--- config.mk ---
export PLATFORM = sky130hd
export DESIGN_NAME = gpio_bank_ctrl_flat
export DESIGN_NICKNAME = d
export VERILOG_FILES = /design/src/rtl/gpio_bank_ctrl_if.sv /design/src/rtl/gpio_bank_ctrl.sv /design/src/flat_wrapper.sv
export SDC_FILE = /design/constraint.sdc
export NUM_CORES = 1
export LEC_CHECK = 0
export CAP_MARGIN = 15
export CORE_ASPECT_RATIO = 1.5
export CORE_UTILIZATION = 40
export DETAILED_ROUTE_END_ITERATION = 8
export HOLD_SLACK_MARGIN = 0.15
export PLACE_DENSITY = 0.71
export SLEW_MARGIN = 20
export SYNTH_ARGS = -nofsm -noshare
export SYNTH_HDL_FRONTEND = slang
export SYNTH_SLANG_ARGS = --single-unit
--- constraint.sdc ---
create_clock -name clock -period 1.6 [get_ports clock]
set_clock_uncertainty 0.05 [all_clocks]
set_input_delay 0.16 -clock clock [delete_from_list [all_inputs] [get_ports clock]]
set_output_delay 0.16 -clock clock [all_outputs]
set_load 0.01 [all_outputs]
--- src/rtl/gpio_bank_ctrl_if.sv ---
// Serial control bus with registered readback port, shared by the FR_* register decoders.
interface gpio_bank_ctrl_if;
  logic [6:0]  serial_addr;
  logic [31:0] serial_data;
  logic        serial_strobe;
  logic [6:0]  rb_addr;
  logic [31:0] rb_data;

  modport master (
    output serial_addr, serial_data, serial_strobe, rb_addr,
    input  rb_data
  );

  modport slave (
    input  serial_addr, serial_data, serial_strobe, rb_addr,
    output rb_data
  );
endinterface

--- src/rtl/gpio_bank_ctrl.sv ---
// GPIO bank controller: masked-write direction/value/source registers, synchronised
// inputs with sticky edge status, level interrupt and registered readback.
module gpio_bank_ctrl #(
  parameter int         NBANKS      = 2,
  parameter int         WIDTH       = 16,
  parameter logic [6:0] BASE_ADDR   = 7'd64,
  parameter int         SYNC_STAGES = 2
) (
  input  logic                    clock,
  input  logic                    reset,
  gpio_bank_ctrl_if.slave         bus,
  input  logic [NBANKS*WIDTH-1:0] io_in,
  input  logic [NBANKS*WIDTH-1:0] ext_val,
  output logic [NBANKS*WIDTH-1:0] io_out,
  output logic [NBANKS*WIDTH-1:0] io_oe,
  output logic                    irq
);
  localparam int         N     = NBANKS * WIDTH;
  localparam logic [7:0] BASE8 = {1'b0, BASE_ADDR};
  localparam logic [7:0] SPAN  = 8'(8 * NBANKS);

  typedef enum logic [2:0] {
    REG_OE     = 3'd0,
    REG_OUT    = 3'd1,
    REG_SRC    = 3'd2,
    REG_EDGE   = 3'd3,
    REG_STATUS = 3'd4,
    REG_PIN    = 3'd5
  } reg_e;

  logic [NBANKS-1:0][WIDTH-1:0] oe_q, out_q, src_q, rise_q, fall_q, status_q;
  logic [NBANKS-1:0][WIDTH-1:0] status_d, evt, sync_b, prev_b;
  logic [SYNC_STAGES-1:0][N-1:0] sync_q;
  logic [N-1:0]                  prev_q;
  logic [31:0]                   rb_next;

  logic [7:0] wr_rel, rb_rel;
  logic       wr_hit, rb_hit;
  logic [2:0] wr_bank, rb_bank;
  reg_e       wr_reg, rb_reg;

  assign wr_rel  = {1'b0, bus.serial_addr} - BASE8;
  assign wr_hit  = bus.serial_strobe && ({1'b0, bus.serial_addr} >= BASE8) && (wr_rel < SPAN);
  assign wr_bank = wr_rel[5:3];
  assign wr_reg  = reg_e'(wr_rel[2:0]);

  assign rb_rel  = {1'b0, bus.rb_addr} - BASE8;
  assign rb_hit  = ({1'b0, bus.rb_addr} >= BASE8) && (rb_rel < SPAN);
  assign rb_bank = rb_rel[5:3];
  assign rb_reg  = reg_e'(rb_rel[2:0]);

  // Only pins whose mask bit (upper half of the data word) is set take the new value.
  function automatic logic [WIDTH-1:0] masked(input logic [WIDTH-1:0] old, input logic [31:0] d);
    logic [WIDTH-1:0] m, v;
    m = d[16 +: WIDTH];
    v = d[WIDTH-1:0];
    return (old & ~m) | (v & m);
  endfunction

  assign sync_b = sync_q[SYNC_STAGES-1];
  assign prev_b = prev_q;

  // NOTE: every always_comb output gets a default first, so no path can infer a latch.
  always_comb begin
    status_d = status_q;
    rb_next  = '0;
    for (int b = 0; b < NBANKS; b++) begin
      evt[b] = (sync_b[b] & ~prev_b[b] & rise_q[b]) | (~sync_b[b] & prev_b[b] & fall_q[b]);
      // Clear first, then OR in events, so a coincident set wins.
      if (wr_hit && wr_bank == 3'(b) && wr_reg == REG_STATUS)
        status_d[b] = status_q[b] & ~bus.serial_data[WIDTH-1:0];
      status_d[b] = status_d[b] | evt[b];
      if (rb_hit && rb_bank == 3'(b)) begin
        case (rb_reg)
          REG_OE:     rb_next = 32'(oe_q[b]);
          REG_OUT:    rb_next = 32'(out_q[b]);
          REG_SRC:    rb_next = 32'(src_q[b]);
          REG_EDGE:   rb_next = {16'(fall_q[b]), 16'(rise_q[b])};
          REG_STATUS: rb_next = 32'(status_q[b]);
          REG_PIN:    rb_next = 32'(sync_b[b]);
          default:    rb_next = '0;
        endcase
      end
    end
  end

  // NOTE: sequential state uses non-blocking assignments so all flops update together.
  always_ff @(posedge clock) begin
    if (reset) begin
      oe_q        <= '0;
      out_q       <= '0;
      src_q       <= '0;
      rise_q      <= '0;
      fall_q      <= '0;
      status_q    <= '0;
      sync_q      <= '0;
      prev_q      <= '0;
      bus.rb_data <= '0;
    end else begin
      sync_q      <= {sync_q[SYNC_STAGES-2:0], io_in};
      prev_q      <= sync_q[SYNC_STAGES-1];
      status_q    <= status_d;
      bus.rb_data <= rb_next;
      for (int b = 0; b < NBANKS; b++) begin
        if (wr_hit && wr_bank == 3'(b)) begin
          case (wr_reg)
            REG_OE:   oe_q[b]  <= masked(oe_q[b], bus.serial_data);
            REG_OUT:  out_q[b] <= masked(out_q[b], bus.serial_data);
            REG_SRC:  src_q[b] <= masked(src_q[b], bus.serial_data);
            REG_EDGE: begin
              rise_q[b] <= bus.serial_data[WIDTH-1:0];
              fall_q[b] <= bus.serial_data[16 +: WIDTH];
            end
            default: ;
          endcase
        end
      end
    end
  end

  assign io_oe  = oe_q;
  assign io_out = (src_q & ext_val) | (~src_q & out_q);
  assign irq    = |status_q;
endmodule
--- src/flat_wrapper.sv ---
// flat-port wrapper written by rule: the top's interface ports become plain ports
module gpio_bank_ctrl_flat 
#(
  parameter int         NBANKS      = 2,
  parameter int         WIDTH       = 16,
  parameter logic [6:0] BASE_ADDR   = 7'd64,
  parameter int         SYNC_STAGES = 2
)
  (clock, reset, io_in, ext_val, io_out, io_oe, irq, bus_serial_addr, bus_serial_data, bus_serial_strobe, bus_rb_addr, bus_rb_data);
  gpio_bank_ctrl_if bus_i ();
  input  logic clock;
  input  logic reset;
  input  logic [NBANKS*WIDTH-1:0] io_in;
  input  logic [NBANKS*WIDTH-1:0] ext_val;
  output logic [NBANKS*WIDTH-1:0] io_out;
  output logic [NBANKS*WIDTH-1:0] io_oe;
  output logic irq;
  input wire logic [$bits(bus_i.serial_addr)-1:0] bus_serial_addr;
  input wire logic [$bits(bus_i.serial_data)-1:0] bus_serial_data;
  input wire logic [$bits(bus_i.serial_strobe)-1:0] bus_serial_strobe;
  input wire logic [$bits(bus_i.rb_addr)-1:0] bus_rb_addr;
  output wire logic [$bits(bus_i.rb_data)-1:0] bus_rb_data;
  assign bus_i.serial_addr = bus_serial_addr;
  assign bus_i.serial_data = bus_serial_data;
  assign bus_i.serial_strobe = bus_serial_strobe;
  assign bus_i.rb_addr = bus_rb_addr;
  assign bus_rb_data = bus_i.rb_data;
  gpio_bank_ctrl #(.NBANKS(NBANKS), .WIDTH(WIDTH), .BASE_ADDR(BASE_ADDR), .SYNC_STAGES(SYNC_STAGES)) u_core (.clock(clock), .reset(reset), .bus(bus_i), .io_in(io_in), .ext_val(ext_val), .io_out(io_out), .io_oe(io_oe), .irq(irq));
endmodule
==> qor.csv, run 1 <==
stage,metric,value,unit
synth,syn_avg_cell_area,9.59,um2
detailed_routing,drt_iter0_drc,835,
min_path,hp-start,bus_rb_addr[0],
floorplan,die_x,153,um
final_layout,fin_nets,1856,
worst_setup_path,endpoint_kind,output pin,
floorplan,top_level_ports,210,
job,cap_violations,0,
worst_setup_path,critPathMaxStageDelay,0.36,ns
synth,synth_warnings,0,
synth,postSynthNetCount,1548,
worst_setup_path,start_kind,flop,
floorplan,die_y,229,um
detailed_routing,viasPerCell,5.52,
sta,slew_headroom,57.9,%
global_routing,antenna_found_initial,0,
synth,async_flop_share,0,%
clock_network,htree_levels,1,
min_path,hold_path_end,u_core.bus.rb_data[14]$_SDFF_PP0_,
placement,hpwlAfterDp,32500,um
sta,period_needed,2.10,ns
clock_network,clockBufferDepth,3,
sta,tns,-0.503,ns
pwr,power.internal,13400,uW
min_path,worstHoldPathCells,4,
worst_setup_path,crit_chain,nor4_4 -> buf_4 -> nand4_1 -> or2_4 -> buf_6,
placement,place_congestion,0.929,
outcome,violations,negative setup slack,
synth,synth_ff_type,dfxtp_1,
worst_setup_path,crit_path_top_delay_cell,dfxtp_4,
worst_setup_path,rr_worst_depth,5,
synth,ys_seq_area_share,46.5,%
floorplan,dieArea,35200,um2
final_layout,area_growth_syn_to_layout,36.8,%
clock_network,cts.sinks,320,
detailed_routing,wl_per_cell,20.6,um
floorplan,core-area,33700,um2
final_layout,n_antenna_cell,0,
worst_setup_path,crit_arrival,1.89,ns
worst_setup_path,r2r_slack,0.05,ns
synth,synth_area,13800,um2
outcome,status,"complete, but fails checks",
final_layout,drive_gt1_share,21.9,%
sta,fmax,476,MHz
pwr,p_comb_share,7.8,%
detailed_routing,first_pass_iters,7,
global_routing,grt_pass1_vias,11600,
detailed_routing,antenna_left,0,
worst_setup_path,crit_required,1.39,ns
global_routing,grtUsageTotal,25.1,%
clock_network,clk_pin_slew,0.07,ns
detailed_routing,drc_errors,0,
synth,synth_edf_count,0,
final_layout,finish.utilization,56.0,%
floorplan,rows,82,
synth,ys_types,50,
placement,dp_slack,-0.559,ns
min_path,hold_class,input port to flop,
pwr,p_leak,0.00824,uW
detailed_routing,routed_wl,45100,um
pwr,max-vdd-ir-drop,0.801,mV
worst_setup_path,criticalPathCategory,flop to output pin,
pwr,pwr-share-seq,46.8,%
sta,rsz0062_at_grt,true,
global_routing,grt_max_degree,76,
floorplan,initial_core_util,40.9,%
placement,port-buffer-count,209,
clock_network,cts-root-buf,clkbuf_16,
sta,timing.final.ws_setup,-0.502,ns
synth,synthCells,1435,
clock_network,clock_latency,0.57,ns
synth,ys_ff_latch,320,
pwr,p_switching,3960,uW
worst_setup_path,r2r_end,u_core.bus.rb_data[5]$_SDFF_PP0_,
sta,worst_pin_slew,0.631,ns
detailed_routing,vias,12100,
sta,fin_crit_sh,131,%
final_layout,nFillCells,2960,
global_routing,gr-total-overflow,0,
sta,hold_violations,0,
sta,finalSetupViolations,2,
pwr,netSwitchingFraction,22.8,%
clock_network,cts_tree,done,
pwr,p_per_area,922,nW/um2
worst_setup_path,worstPathMaxFanout,2,
global_routing,grt_first_pass_wirelength,68600,um
sta,slew_violations,0,
clock_network,numCtsBuffers,30,
pwr,pwr-share-clk,45.4,%
## critical path: cells and delay by family, from the launching register on
family / cells / cell delay, ns
and+or+nand+nor: 3 / 0.66
buffers and inverters: 2 / 0.29
DFF: 1 / 0.36
## cells in the final DEF (no fill, tap or decap), types with 50 or more instances in the layout
master and instances:
buf_4 152, clkdlybuf4s50_1 108, dfxtp_1 277, dlygate4sd2_1 64, mux2i_1 147, nand2_1 75
nand3b_1 60, nand4_1 50, nor2_1 155, nor2b_1 97
## worst max-delay path by stage
stage                                              start                           endpoint
after floorplan                           bus_rb_addr[1]  u_core.bus.rb_data[12]$_SDFF_PP0_
after global placement    u_core.status_q[27]$_SDFF_PP0_                                irq
after detailed placement  u_core.status_q[27]$_SDFF_PP0_                                irq
after CTS                 u_core.status_q[14]$_SDFF_PP0_                                irq
after global routing      u_core.status_q[11]$_SDFF_PP0_                                irq
final                     u_core.status_q[11]$_SDFF_PP0_                                irq
## cell usage after synthesis (32+ instances only)
cell type,instances,area [um2]
dfxtp_1,320,6410
nor2_1,155,582
mux2i_1,148,1480
nor2b_1,98,613
clkbuf_1,86,323
nand2_1,75,282
mux2_2,65,732
nand3b_1,60,450
nand4_1,50,313
nand4b_1,49,429
o21ai_0,45,225
a21oi_1,41,205
buf_2,38,190
a31oi_1,32,200
## metal layers
layer	vias to the layer above	global-route usage, %	part of all wire, %
li1	5725	-	-
met1	5778	34.6	45
met5	-	0	0
met2	481	39.7	45
met4	0	10.8	4.0
met3	82	2.69	6.2
## per-stage QoR
step	area (um2)	hold slack, ns	std cells	power, uW
final	18800	0.193	2186	17400
after global routing	18800	0.239	2186	17800
after global placement	17100	0.366	2064	9570
after floorplan	13800	0.238	1435	8890
after detailed placement	17100	0.375	2064	9580
after CTS	18700	0.177	2185	17400
## final cells by class
cell class | count | area, um2 | area share, %
inverter | 24 | 90.1 | 0.478
multi-input combinational | 950 | 6780 | 36.0
clock buffer | 38 | 832 | 4.42
timing repair buffer | 417 | 3870 | 20.6
sequential | 320 | 6470 | 34.4
tap | 420 | 526 | 2.79
clock inverter | 17 | 256 | 1.36
## what timing repair did
action                                  4_1_cts  5_1_grt
pin swaps                                     4        5
gates resized for setup                     273       20
endpoints found under the setup margin       97       19
hold buffers                                 35        2
endpoints found under the hold margin       109        1
setup buffers                                31        1
## power groups by stage
stage | registers [uW] | clock network (uW) | logic (uW)
global placement | 8310 | 0 | 1260
CTS | 8120 | 7950 | 1340
global route | 8130 | 8210 | 1440
detailed placement | 8310 | 0 | 1270
finish | 8120 | 7880 | 1360
floorplan | 8290 | 0 | 602
## logic make-up (layout without fill, tap and decap cells)
logic type             Yosys count  count (layout)  synth area share (%)
AOI/OAI and AO/OA              203             203                  9.83
and+or+nand+nor                530             530                  21.5
buffers and inverters          165             496                  5.31
muxes                          217             217                  16.8
DFF                            320             320                  46.5
Note: power is estimated with default switching activity, not from simulation.
==> run 2, diff against run 1 <==
--- a/config.mk
+++ b/config.mk
@@ -9,6 +9,7 @@
 export CORE_ASPECT_RATIO = 1.5
 export CORE_UTILIZATION = 40
 export DETAILED_ROUTE_END_ITERATION = 8
+export GPL_TIMING_DRIVEN = 0
 export HOLD_SLACK_MARGIN = 0.15
 export PLACE_DENSITY = 0.71
 export SLEW_MARGIN = 20
==> run 2 against run 1 <==
The run still ends with negative setup slack left. Sequential share of layout area increased by 1.2 points. First-iteration DRC count is 2.3% lower. Clock power decreased by 7.4%.
==> qor.csv, run 2 (synthesized netlist as in run 1, its figures left out) <==
stage,metric,value,unit,change
floorplan,core-area,33700,um2,unchanged
detailed_routing,drc_errors,0,,unchanged
placement,dp_slack,-0.902,ns,was -0.559 ns
worst_setup_path,cp-startpoint,u_core.status_q[22]$_SDFF_PP0_,,was u_core.status_q[11]$_SDFF_PP0_
detailed_routing,vias,12300,,was 12100
pwr,pwr-share-clk,43.5,%,was 45.4%
worst_setup_path,crit_required,1.39,ns,about the same
worst_setup_path,rr_worst_depth,4,,was 5
global_routing,grt_max_degree,17,,was 76
global_routing,grt_first_pass_wirelength,76300,um,was 68600 um
placement,placed_cells_incl_taps,2030,,was 2064
sta,slew_violations,0,,unchanged
worst_setup_path,crit_family,simple AND/OR/NAND/NOR gates,,unchanged
worst_setup_path,critPathMaxStageDelay,0.44,ns,was 0.36 ns
worst_setup_path,r2r_end,u_core.bus.rb_data[5]$_SDFF_PP0_,,unchanged
worst_setup_path,crit_arrival,1.92,ns,was 1.89 ns
floorplan,top_level_ports,210,,unchanged
outcome,status,"complete, but fails checks",,unchanged
pwr,netSwitchingFraction,24.0,%,was 22.8%
final_layout,area_growth_syn_to_layout,32.4,%,was 36.8%
sta,timing.final.ws_setup,-0.532,ns,was -0.502 ns
final_layout,drive_gt1_share,18.8,%,was 21.9%
global_routing,grt_pass1_vias,12200,,was 11600
worst_setup_path,cp_num_buf_inv,1,,was 2
clock_network,clk_pin_slew,0.06,ns,was 0.07 ns
job,cap_violations,0,,unchanged
clock_network,cts-root-buf,clkbuf_16,,unchanged
worst_setup_path,reg2reg_from,u_core.rise_q[5]$_SDFFE_PP0P_,,
global_routing,grtUsageTotal,29.0,%,was 25.1%
floorplan,rows,82,,unchanged
floorplan,die_y,229,um,unchanged
clock_network,clockBufferDepth,3,,unchanged
placement,port-buffer-count,175,,was 209
placement,place_congestion,0.980,,was 0.929
pwr,power,16800,uW,was 17400 uW
outcome,violations,negative setup slack,,unchanged
worst_setup_path,endpoint_kind,output pin,,unchanged
worst_setup_path,crit_path_top_delay_cell,nor4_4,,was dfxtp_4
pwr,p_comb_share,8.0,%,was 7.8%
final_layout,fin_nets,1853,,was 1856
detailed_routing,first_pass_iters,5,,was 7
worst_setup_path,r2r_slack,0.02,ns,was 0.05 ns
detailed_routing,wl_per_cell,23.8,um,was 20.6 um
min_path,hold_path_end,u_core.bus.rb_data[31]$_SDFF_PP0_,,was u_core.bus.rb_data[14]$_SDFF_PP0_
floorplan,die_x,153,um,unchanged
worst_setup_path,criticalPathCategory,flop to output pin,,unchanged
global_routing,gr-total-overflow,0,,unchanged
sta,slew_headroom,52.3,%,was 57.9%
detailed_routing,routed_wl,51900,um,was 45100 um
sta,period_needed,2.13,ns,was 2.10 ns
clock_network,clock_latency,0.57,ns,about the same
pwr,p_per_area,919,nW/um2,was 922 nW/um2
sta,finalSetupViolations,1,,was 2
pwr,power.internal,12700,uW,was 13400 uW
sta,fmax,469,MHz,was 476 MHz
pwr,max-vdd-ir-drop,0.653,mV,was 0.801 mV
floorplan,dieArea,35200,um2,unchanged
global_routing,antenna_found_initial,0,,unchanged
pwr,p_leak,0.00787,uW,was 0.00824 uW
clock_network,cts_tree,done,,unchanged
floorplan,initial_core_util,40.9,%,unchanged
clock_network,htree_levels,1,,unchanged
final_layout,fin_cells,2181,,was 2186
sta,hold_violations,0,,unchanged
worst_setup_path,crit_chain,nor4_4 -> nand4_1 -> or2_4 -> buf_6,,was nor4_4 -> buf_4 -> nand4_1 -> or2_4 -> buf_6
placement,hpwlAfterDp,40500,um,was 32500 um
worst_setup_path,worstPathMaxFanout,2,,unchanged
final_layout,layout_commonest_cell,dfxtp_1,,unchanged
min_path,hold_class,input port to flop,,unchanged
detailed_routing,viasPerCell,5.62,,was 5.52
clock_network,cts.sinks,320,,unchanged
final_layout,n_antenna_cell,0,,unchanged
min_path,worstHoldPathCells,5,,was 4
sta,fin_crit_sh,133,%,was 131%
pwr,p_switching,4020,uW,was 3960 uW
detailed_routing,drt_iter0_drc,816,,was 835
final_layout,layout_common_cells,"277 x dfxtp_1, 155 x nor2_1, 148 x mux2i_1, 97 x nor2b_1, 75 x nand2_1",,"was 277 x dfxtp_1, 155 x nor2_1, 152 x buf_4, 147 x mux2i_1, 108 x clkdlybuf4s50_1"
clock_network,numCtsBuffers,29,,was 30
detailed_routing,antenna_left,0,,unchanged
worst_setup_path,start_kind,flop,,unchanged
sta,worst_pin_slew,0.715,ns,was 0.631 ns
pwr,pwr-share-seq,48.4,%,was 46.8%
min_path,hp-start,bus_rb_addr[1],,was bus_rb_addr[0]
sta,rsz0062_at_grt,true,,unchanged
==> run 2: tightest hold or removal path, cell delays in order <==
cell	delay [ns]
buf_4	0.16
inv_1	0.07
or4_1	0.10
buf_2	0.21
nor2_1	0.07
==> run 2: layer usage <==
metal  part of all wire [%]  global-route usage [%]  wire length (um)
met1                     39                    33.4             20100
met2                     51                    52.9             26400
met3                    5.4                    2.42              2810
met4                    5.0                    15.2              2590
met5                      0                       0                 0
==> run 2: final cells by class <==
| cell class | count | area (um2) |
|---|---|---|
| fill | 3100 | 15400 |
| multi-input combinational | 950 | 6840 |
| sequential | 320 | 6490 |
| timing repair buffer | 276 | 2600 |
| clock buffer | 38 | 790 |
| buffer | 139 | 699 |
| tap | 420 | 526 |
| clock inverter | 14 | 193 |
| inverter | 24 | 90.1 |
==> run 2: metrics by stage <==
stage          util [%]  TNS [ns]  hold WS [ns]  cell area (um2)
2_1_floorplan         -         0         0.238            13800
3_3_place_gp       47.7   -171.10         0.371            16000
3_5_place_dp       47.7   -179.79         0.374            16000
4_1_cts            53.8    -0.493         0.207            18100
5_1_grt            54.2    -0.611         0.247            18200
6_report           54.2    -0.532         0.207            18200
==> run 2: power groups by stage <==
| stage | clock network, uW | logic [uW] | registers [uW] |
|---|---|---|---|
| 3_3_place_gp | 0 | 1160 | 8310 |
| 4_1_cts | 7350 | 1320 | 8110 |
| 2_1_floorplan | 0 | 602 | 8290 |
| 3_5_place_dp | 0 | 1170 | 8310 |
| 5_1_grt | 7640 | 1410 | 8120 |
| 6_report | 7300 | 1350 | 8110 |
==> run 2: worst max-delay path by stage <==
stage	end	slack, ns	cells past startpoint
4_1_cts	irq	-0.48	4
5_1_grt	irq	-0.54	4
6_report	irq	-0.53	4
2_1_floorplan	u_core.bus.rb_data[12]$_SDFF_PP0_	0.09	6
3_3_place_gp	u_core.bus.rb_data[13]$_SDFF_PP0_	-0.89	6
3_5_place_dp	u_core.rise_q[28]$_SDFFE_PP0P_	-0.90	6
==> run 2: timing repair <==
| item | in CTS | in global routing |
|---|---|---|
| hold buffers | 64 | 0 |
| pin swaps | 7 | 2 |
| resized for setup | 336 | 57 |
| setup endpoints to repair | 279 | 184 |
| endpoints found under the hold margin | 195 | 0 |
| buffers inserted | 34 | 3 |
==> run 3, diff against run 2 <==
--- a/config.mk
+++ b/config.mk
@@ -12,6 +12,7 @@
 export GPL_TIMING_DRIVEN = 0
 export HOLD_SLACK_MARGIN = 0.15
 export PLACE_DENSITY = 0.71
+export REMOVE_ABC_BUFFERS = 1
 export SLEW_MARGIN = 20
 export SYNTH_ARGS = -nofsm -noshare
 export SYNTH_HDL_FRONTEND = slang
==> run 3 against run 2 <==
Final area increased by 1.2%. Power increased by 1.9%. Via count decreased by 1.4%. Clock power increased by 4.1%. Non-clock buffer count decreased by 75. Critical path type unchanged. The run still ends with negative setup slack left. Combinational power about the same.
==> qor.csv, run 3 (synthesized netlist as in run 1, its figures left out) <==
stage,metric,value,unit,change
final_layout,area_growth_syn_to_layout,34.0,%,was 32.4%
floorplan,core-area,33700,um2,unchanged
floorplan,initial_core_util,40.9,%,unchanged
sta,timing.final.ws_setup,-0.448,ns,was -0.532 ns
worst_setup_path,crit_end,irq,,unchanged
global_routing,grt_max_degree,133,,was 17
global_routing,grt_first_pass_wirelength,68000,um,was 76300 um
worst_setup_path,cp.depth,4,,unchanged
job,cap_violations,0,,unchanged
final_layout,layout_commonest_cell,dfxtp_1,,unchanged
detailed_routing,vias,12100,,was 12300
worst_setup_path,endpoint_kind,output pin,,unchanged
outcome,status,"complete, but fails checks",,unchanged
min_path,hold_class,input port to flop,,unchanged
outcome,violations,negative setup slack,,unchanged
final_layout,layout_common_cells,"282 x dfxtp_1, 154 x nor2_1, 148 x mux2i_1, 100 x clkdlybuf4s50_1, 94 x nor2b_1",,"was 277 x dfxtp_1, 155 x nor2_1, 148 x mux2i_1, 97 x nor2b_1, 75 x nand2_1"
global_routing,grt_pass1_vias,12000,,was 12200
worst_setup_path,crit_path_top_delay_cell,dfxtp_4,,was nor4_4
floorplan,rows,82,,unchanged
worst_setup_path,crit_chain,nor4_4 -> nand4_1 -> or2_4 -> buf_6,,unchanged
clock_network,clock_latency,0.56,ns,was 0.57 ns
worst_setup_path,start_kind,flop,,unchanged
pwr,max-vdd-ir-drop,0.729,mV,was 0.653 mV
global_routing,antenna_found_initial,2,,was 0
sta,hold_violations,0,,unchanged
detailed_routing,routed_wl,46300,um,was 51900 um
floorplan,top_level_ports,210,,unchanged
placement,dp_slack,-1.35,ns,was -0.902 ns
clock_network,htree_levels,1,,unchanged
sta,fmax,488,MHz,was 469 MHz
sta,rsz0062_at_grt,true,,unchanged
detailed_routing,drt_iter0_drc,873,,was 816
worst_setup_path,cp-startpoint,u_core.status_q[9]$_SDFF_PP0_,,was u_core.status_q[22]$_SDFF_PP0_
floorplan,die_y,229,um,unchanged
detailed_routing,antenna_left,0,,unchanged
floorplan,die_x,153,um,unchanged
placement,hpwlAfterDp,28100,um,was 40500 um
pwr,p_per_area,926,nW/um2,was 919 nW/um2
worst_setup_path,critPathMaxStageDelay,0.37,ns,was 0.44 ns
clock_network,cts.sinks,320,,unchanged
floorplan,dieArea,35200,um2,unchanged
worst_setup_path,crit_required,1.39,ns,about the same
sta,worst_pin_slew,0.554,ns,was 0.715 ns
clock_network,clk_pin_slew,0.07,ns,was 0.06 ns
worst_setup_path,worstPathMaxFanout,3,,was 2
detailed_routing,drc_errors,0,,unchanged
sta,whs,0.147,ns,was 0.207 ns
clock_network,cts_tree,done,,unchanged
sta,finalSetupViolations,2,,was 1
worst_setup_path,rr_worst_depth,5,,was 4
worst_setup_path,r2r_slack,-0.02,ns,was 0.02 ns
detailed_routing,first_pass_iters,5,,unchanged
detailed_routing,wl_per_cell,21.9,um,was 23.8 um
sta,slew_headroom,63.1,%,was 52.3%
final_layout,design_area,18400,um2,was 18200 um2
worst_setup_path,criticalPathCategory,flop to output pin,,unchanged
detailed_routing,viasPerCell,5.73,,was 5.62
clock_network,cts-root-buf,clkbuf_16,,unchanged
min_path,hp-start,bus_rb_addr[5],,was bus_rb_addr[1]
worst_setup_path,crit_family,simple AND/OR/NAND/NOR gates,,unchanged
sta,period_needed,2.05,ns,was 2.13 ns
clock_network,numCtsBuffers,30,,was 29
global_routing,grtUsageTotal,24.8,%,was 29.0%
placement,place_area,16200,um2,was 16000 um2
final_layout,fin_nets,1780,,was 1853
pwr,p_leak,0.00800,uW,was 0.00787 uW
clock_network,clockBufferDepth,3,,unchanged
sta,fin_crit_sh,128,%,was 133%
worst_setup_path,r2r_end,u_core.bus.rb_data[5]$_SDFF_PP0_,,unchanged
final_layout,drive_gt1_share,18.8,%,about the same
sta,slew_violations,0,,unchanged
placement,place_congestion,0.793,,was 0.980
global_routing,gr-total-overflow,0,,unchanged
worst_setup_path,crit_arrival,1.84,ns,was 1.92 ns
placement,port-buffer-count,209,,was 175
worst_setup_path,cp_num_buf_inv,1,,unchanged
## run 3: cell types whose count changed in the layout (fill, tap and decap cells not counted), moves of 9 or more
cell	before	now
buf_2	41	15
mux2_4	26	13
dlygate4sd3_1	64	38
dfxtp_4	11	2
clkdlybuf4s50_1	74	100
clkbuf_2	20	0
buf_4	53	64
mux2_2	39	52
clkbuf_1	63	3
## run 3: repair_timing
item / 4_1_cts / 5_1_grt
endpoints found under the hold margin: 68 / 1
gates resized for setup: 269 / 47
gates cloned: 2 / 4
buffers inserted: 53 / 7
setup endpoints to repair: 282 / 142
hold buffers: 40 / 1
pin swaps: 10 / 11
## run 3: how the worst min path moves through the flow
| stage | to | slack, ns | cells past startpoint |
|---|---|---|---|
| after CTS | u_core.bus.rb_data[6]$_SDFF_PP0_ | 0.15 | 4 |
| after detailed placement | u_core.sync_b[21]$_SDFF_PP0_ | 0.37 | 1 |
| final | u_core.bus.rb_data[16]$_SDFF_PP0_ | 0.15 | 4 |
| after global placement | u_core.sync_b[17]$_SDFF_PP0_ | 0.37 | 1 |
| after global routing | u_core.bus.rb_data[16]$_SDFF_PP0_ | 0.16 | 4 |
| after floorplan | u_core.prev_b[0]$_SDFF_PP0_ | 0.18 | 1 |
## run 3: report_power, final
part	switching (uW)	internal, uW	total (uW)
logic	733	617	1350
registers	58.7	8070	8120
clock network	3160	4430	7600
total	3950	13100	17100
## run 3: final cells by class
class	count	area [um2]
clock inverters	13	150
flip-flops and latches	320	6460
repair buffers	340	3400
diodes	2	5.00
fillers	2925	15200
well taps	420	526
multi-input cells	951	6890
inverters	24	98.8
clock buffers	43	911
## run 3: per-stage QoR
stage	power, uW	TNS (ns)	instances	utilization [%]
6_report	17100	-0.467	2113	54.8
5_1_grt	17500	-0.580	2113	54.8
4_1_cts	17100	-3.24	2099	53.9
3_5_place_dp	9450	-195.59	1948	48.2
3_3_place_gp	9400	-2284.43	1923	46.8
2_1_floorplan	8600	-181.37	1294	-
## run 3: routing by layer
metal	up-vias	wire length [um]	part of all wire, %	track usage [%]
met5	-	0	0	0
met4	0	2200	4.7	13.7
met3	126	2490	5.4	2.40
met2	504	23700	51	45.3
met1	5876	17900	39	28.1
li1	5594	-	-	-
## run 3: worst min-delay path: stages
cell and delay, ns:
dlymetal6s2s_1 0.20, nor4b_4 0.09, a22oi_1 0.19, nor2_1 0.07
==> edit, RTL diff (config.mk and constraints of run 3) <==
`NBANKS` is set to 2 in 2 places; all go to 1.
--- a/src/rtl/gpio_bank_ctrl.sv
+++ b/src/rtl/gpio_bank_ctrl.sv
@@ -1,7 +1,7 @@
 // GPIO bank controller: masked-write direction/value/source registers, synchronised
 // inputs with sticky edge status, level interrupt and registered readback.
 module gpio_bank_ctrl #(
-  parameter int         NBANKS      = 2,
+  parameter int         NBANKS      = 1,
   parameter int         WIDTH       = 16,
   parameter logic [6:0] BASE_ADDR   = 7'd64,
   parameter int         SYNC_STAGES = 2
--- a/src/flat_wrapper.sv
+++ b/src/flat_wrapper.sv
@@ -1,7 +1,7 @@
 // flat-port wrapper written by rule: the top's interface ports become plain ports
 module gpio_bank_ctrl_flat 
 #(
-  parameter int         NBANKS      = 2,
+  parameter int         NBANKS      = 1,
   parameter int         WIDTH       = 16,
   parameter logic [6:0] BASE_ADDR   = 7'd64,
   parameter int         SYNC_STAGES = 2
Ports: changed (resized ext_val, io_in, io_oe and io_out); port bits go from 210 to 146. The function was not compared with the original's and may differ.
==> edit against run 3 <==
Wire length down 53%. Worst setup slack better by 0.47 ns. Sequential cell count down 144. Total power down 46%. Combinational power down 49%. Synthesized cell count down 48%. Via count down 48%. Area after synthesis down 46%. Cell area down 45%. Cell count down 45%.
==> edit: results (changes against run 3) <==
* Gpl congestion: 0.782 (-1.5%)
* Met1 Wirelength: 9230 microns (-49%)
* Outcome: completed
- The data arrival time of the worst path is 1.37 ns (-0.47 ns).
* Least-Margin Pin Slew: 0.792 ns (+0.238 ns)
- The clock-pin slew on the worst setup and hold paths came to 0.07 ns (about the same).
- The maximum clock insertion buffer count was 2 (-1).
- Wire per inst: 18.8 microns (-14%)
* Fraction of power spent switching nets: 24.0% (+0.85 points)
* Pin count of the biggest net entering global routing: 116 (-13%)
- Wire length of the first global-routing pass: 33900 microns (-50%)
* Dominant synthesized flop cell: dfxtp_1
- Diodes inserted: 0 (-2)
- In this run the most critical hold path is launched from reset.
- Lkg Pwr: 0.00402 uW (-50%)
- The power dissipated in combinational cells was 682 uW (-49%).
* Met2 Track Usage GR: 39.4% (-5.9 points)
- The maximum level of the CTS H-tree was 4 (+3).
* Max FO, Critical Path: 3 (unchanged)
* TritonCTS Buffers: 17 (-43%)
- Met1 track demand over resource in global routing: 28.5% (+0.43 points)
* Count of input and output buffers: 145 (-31%)
* First-iteration detailed-routing DRC count: 461 (-47%)
* Vias in the first global route: 6214 (-48%)
- Latest clock arrival within the worst-skew pair: 0.42 ns (-0.14 ns)
* Initial antenna violation count: 0 (-2)
- The total half-perimeter wirelength after legalization and detailed placement came to 13700 microns (-51%).
- The number of nets in the layout came to 980 (-45%).
* GRT Resource Usage Total: 23.3% (-1.5 points)
* Maximum VDD drop: 0.530 mV (-27%)
- The length of the first detailed-routing pass in iterations was 5 (unchanged).
- The fraction of registers with async set/reset was 0% (unchanged).
* Highest metal layer used by the detailed router: met4
* Clock distribution power: 4050 uW (-47%)
- The path class of the tightest hold or removal check is in2reg.
- Share of post-route cells with drive strength above 1: 18.9% (+0.054 points)
- The total length of routed met2 wires came to 10800 microns (-55%).
* Filler Cell Count: 1607 (-45%)
* Number of unique standard cell types used by synthesis: 40 (-20%)
- Met3 usage: 4.01% (+1.6 points)
- Top cells by count, synth: dfxtp_1, nand3_1, nand2b_1
- Total number of yosys warnings: 0 (unchanged)
* Post-DR vias/cell: 5.40 (-5.6%)
- Dominant cells by area after synthesis: dfxtp_1, mux2_2, mux2i_1, nand2b_1, nand3_1
- Met3 wire length: 1080 microns (-57%)
- In this run the clock root is driven by a clkbuf_16.
* Part of the Yosys area used for sequential elements: 47.4% (+0.85 points)
* Crit path launch: u_core.status_q[11]
edit: cell types whose count changed after synthesis, sizes merged, moves of 50 or more:
cell    change
nand3      +62
dfxtp     -144
mux2i      -99
nand2b     +61
nor2      -151
nand2      -71
nand4      -50
edit: layout make-up:
class | instances | area [sq um] | share of cell area, %
Inverter | 18 | 68.8 | 0.683
Multi-Input combinational cell | 501 | 3760 | 37.4
Clock buffer | 20 | 447 | 4.43
Tap cell | 248 | 310 | 3.08
Sequential cell | 176 | 3550 | 35.3
Clock inverter | 12 | 125 | 1.24
Timing Repair Buffer | 185 | 1810 | 17.9
edit: repair_timing:
action	4_1_cts	5_1_grt
buffers inserted	19	5
hold endpoints to repair	26	0
hold buffers	3	0
cloned	1	0
setup endpoints to repair	145	74
gates resized for setup	65	30
pin swaps	10	2
edit: worst paths after layout:
check / slack, ns / end / cells past startpoint
min reg2reg: 0.39 / u_core.sync_b[6] / 1
max reg2reg: 0.33 / u_core.bus.rb_data[15] / 3
min: 0.22 / u_core.prev_b[10] / 3
max: 0.02 / irq / 3
edit: through the flow:
step                      cell area, sq um  TNS [ns]  cells  total power (uW)  setup WS (ns)
final                                10100         0   1160              9190         0.0184
after global routing                 10100   -0.0466   1160              9490        -0.0466
after CTS                            10000         0   1156              9260       0.000728
after detailed placement              9180   -106.18   1102              5210          -1.09
after global placement                8970  -1099.05   1087              5180          -9.56
after floorplan                       7210   -394.79    694              4750          -5.03
edit: cells by family after synthesis:
family / after synthesis / synth area share [%]
DFF: 176 / 47.4
and+or+nand+nor: 275 / 22.7
buffers and inverters: 73 / 4.00
AOI/OAI and AO/OA: 128 / 11.5
muxes: 97 / 14.5
edit: critical path: stages, from the launching register on:
cell     delay (ns)
dfxtp_2        0.36
nor4_4         0.31
nand4_1        0.12
buf_2          0.17
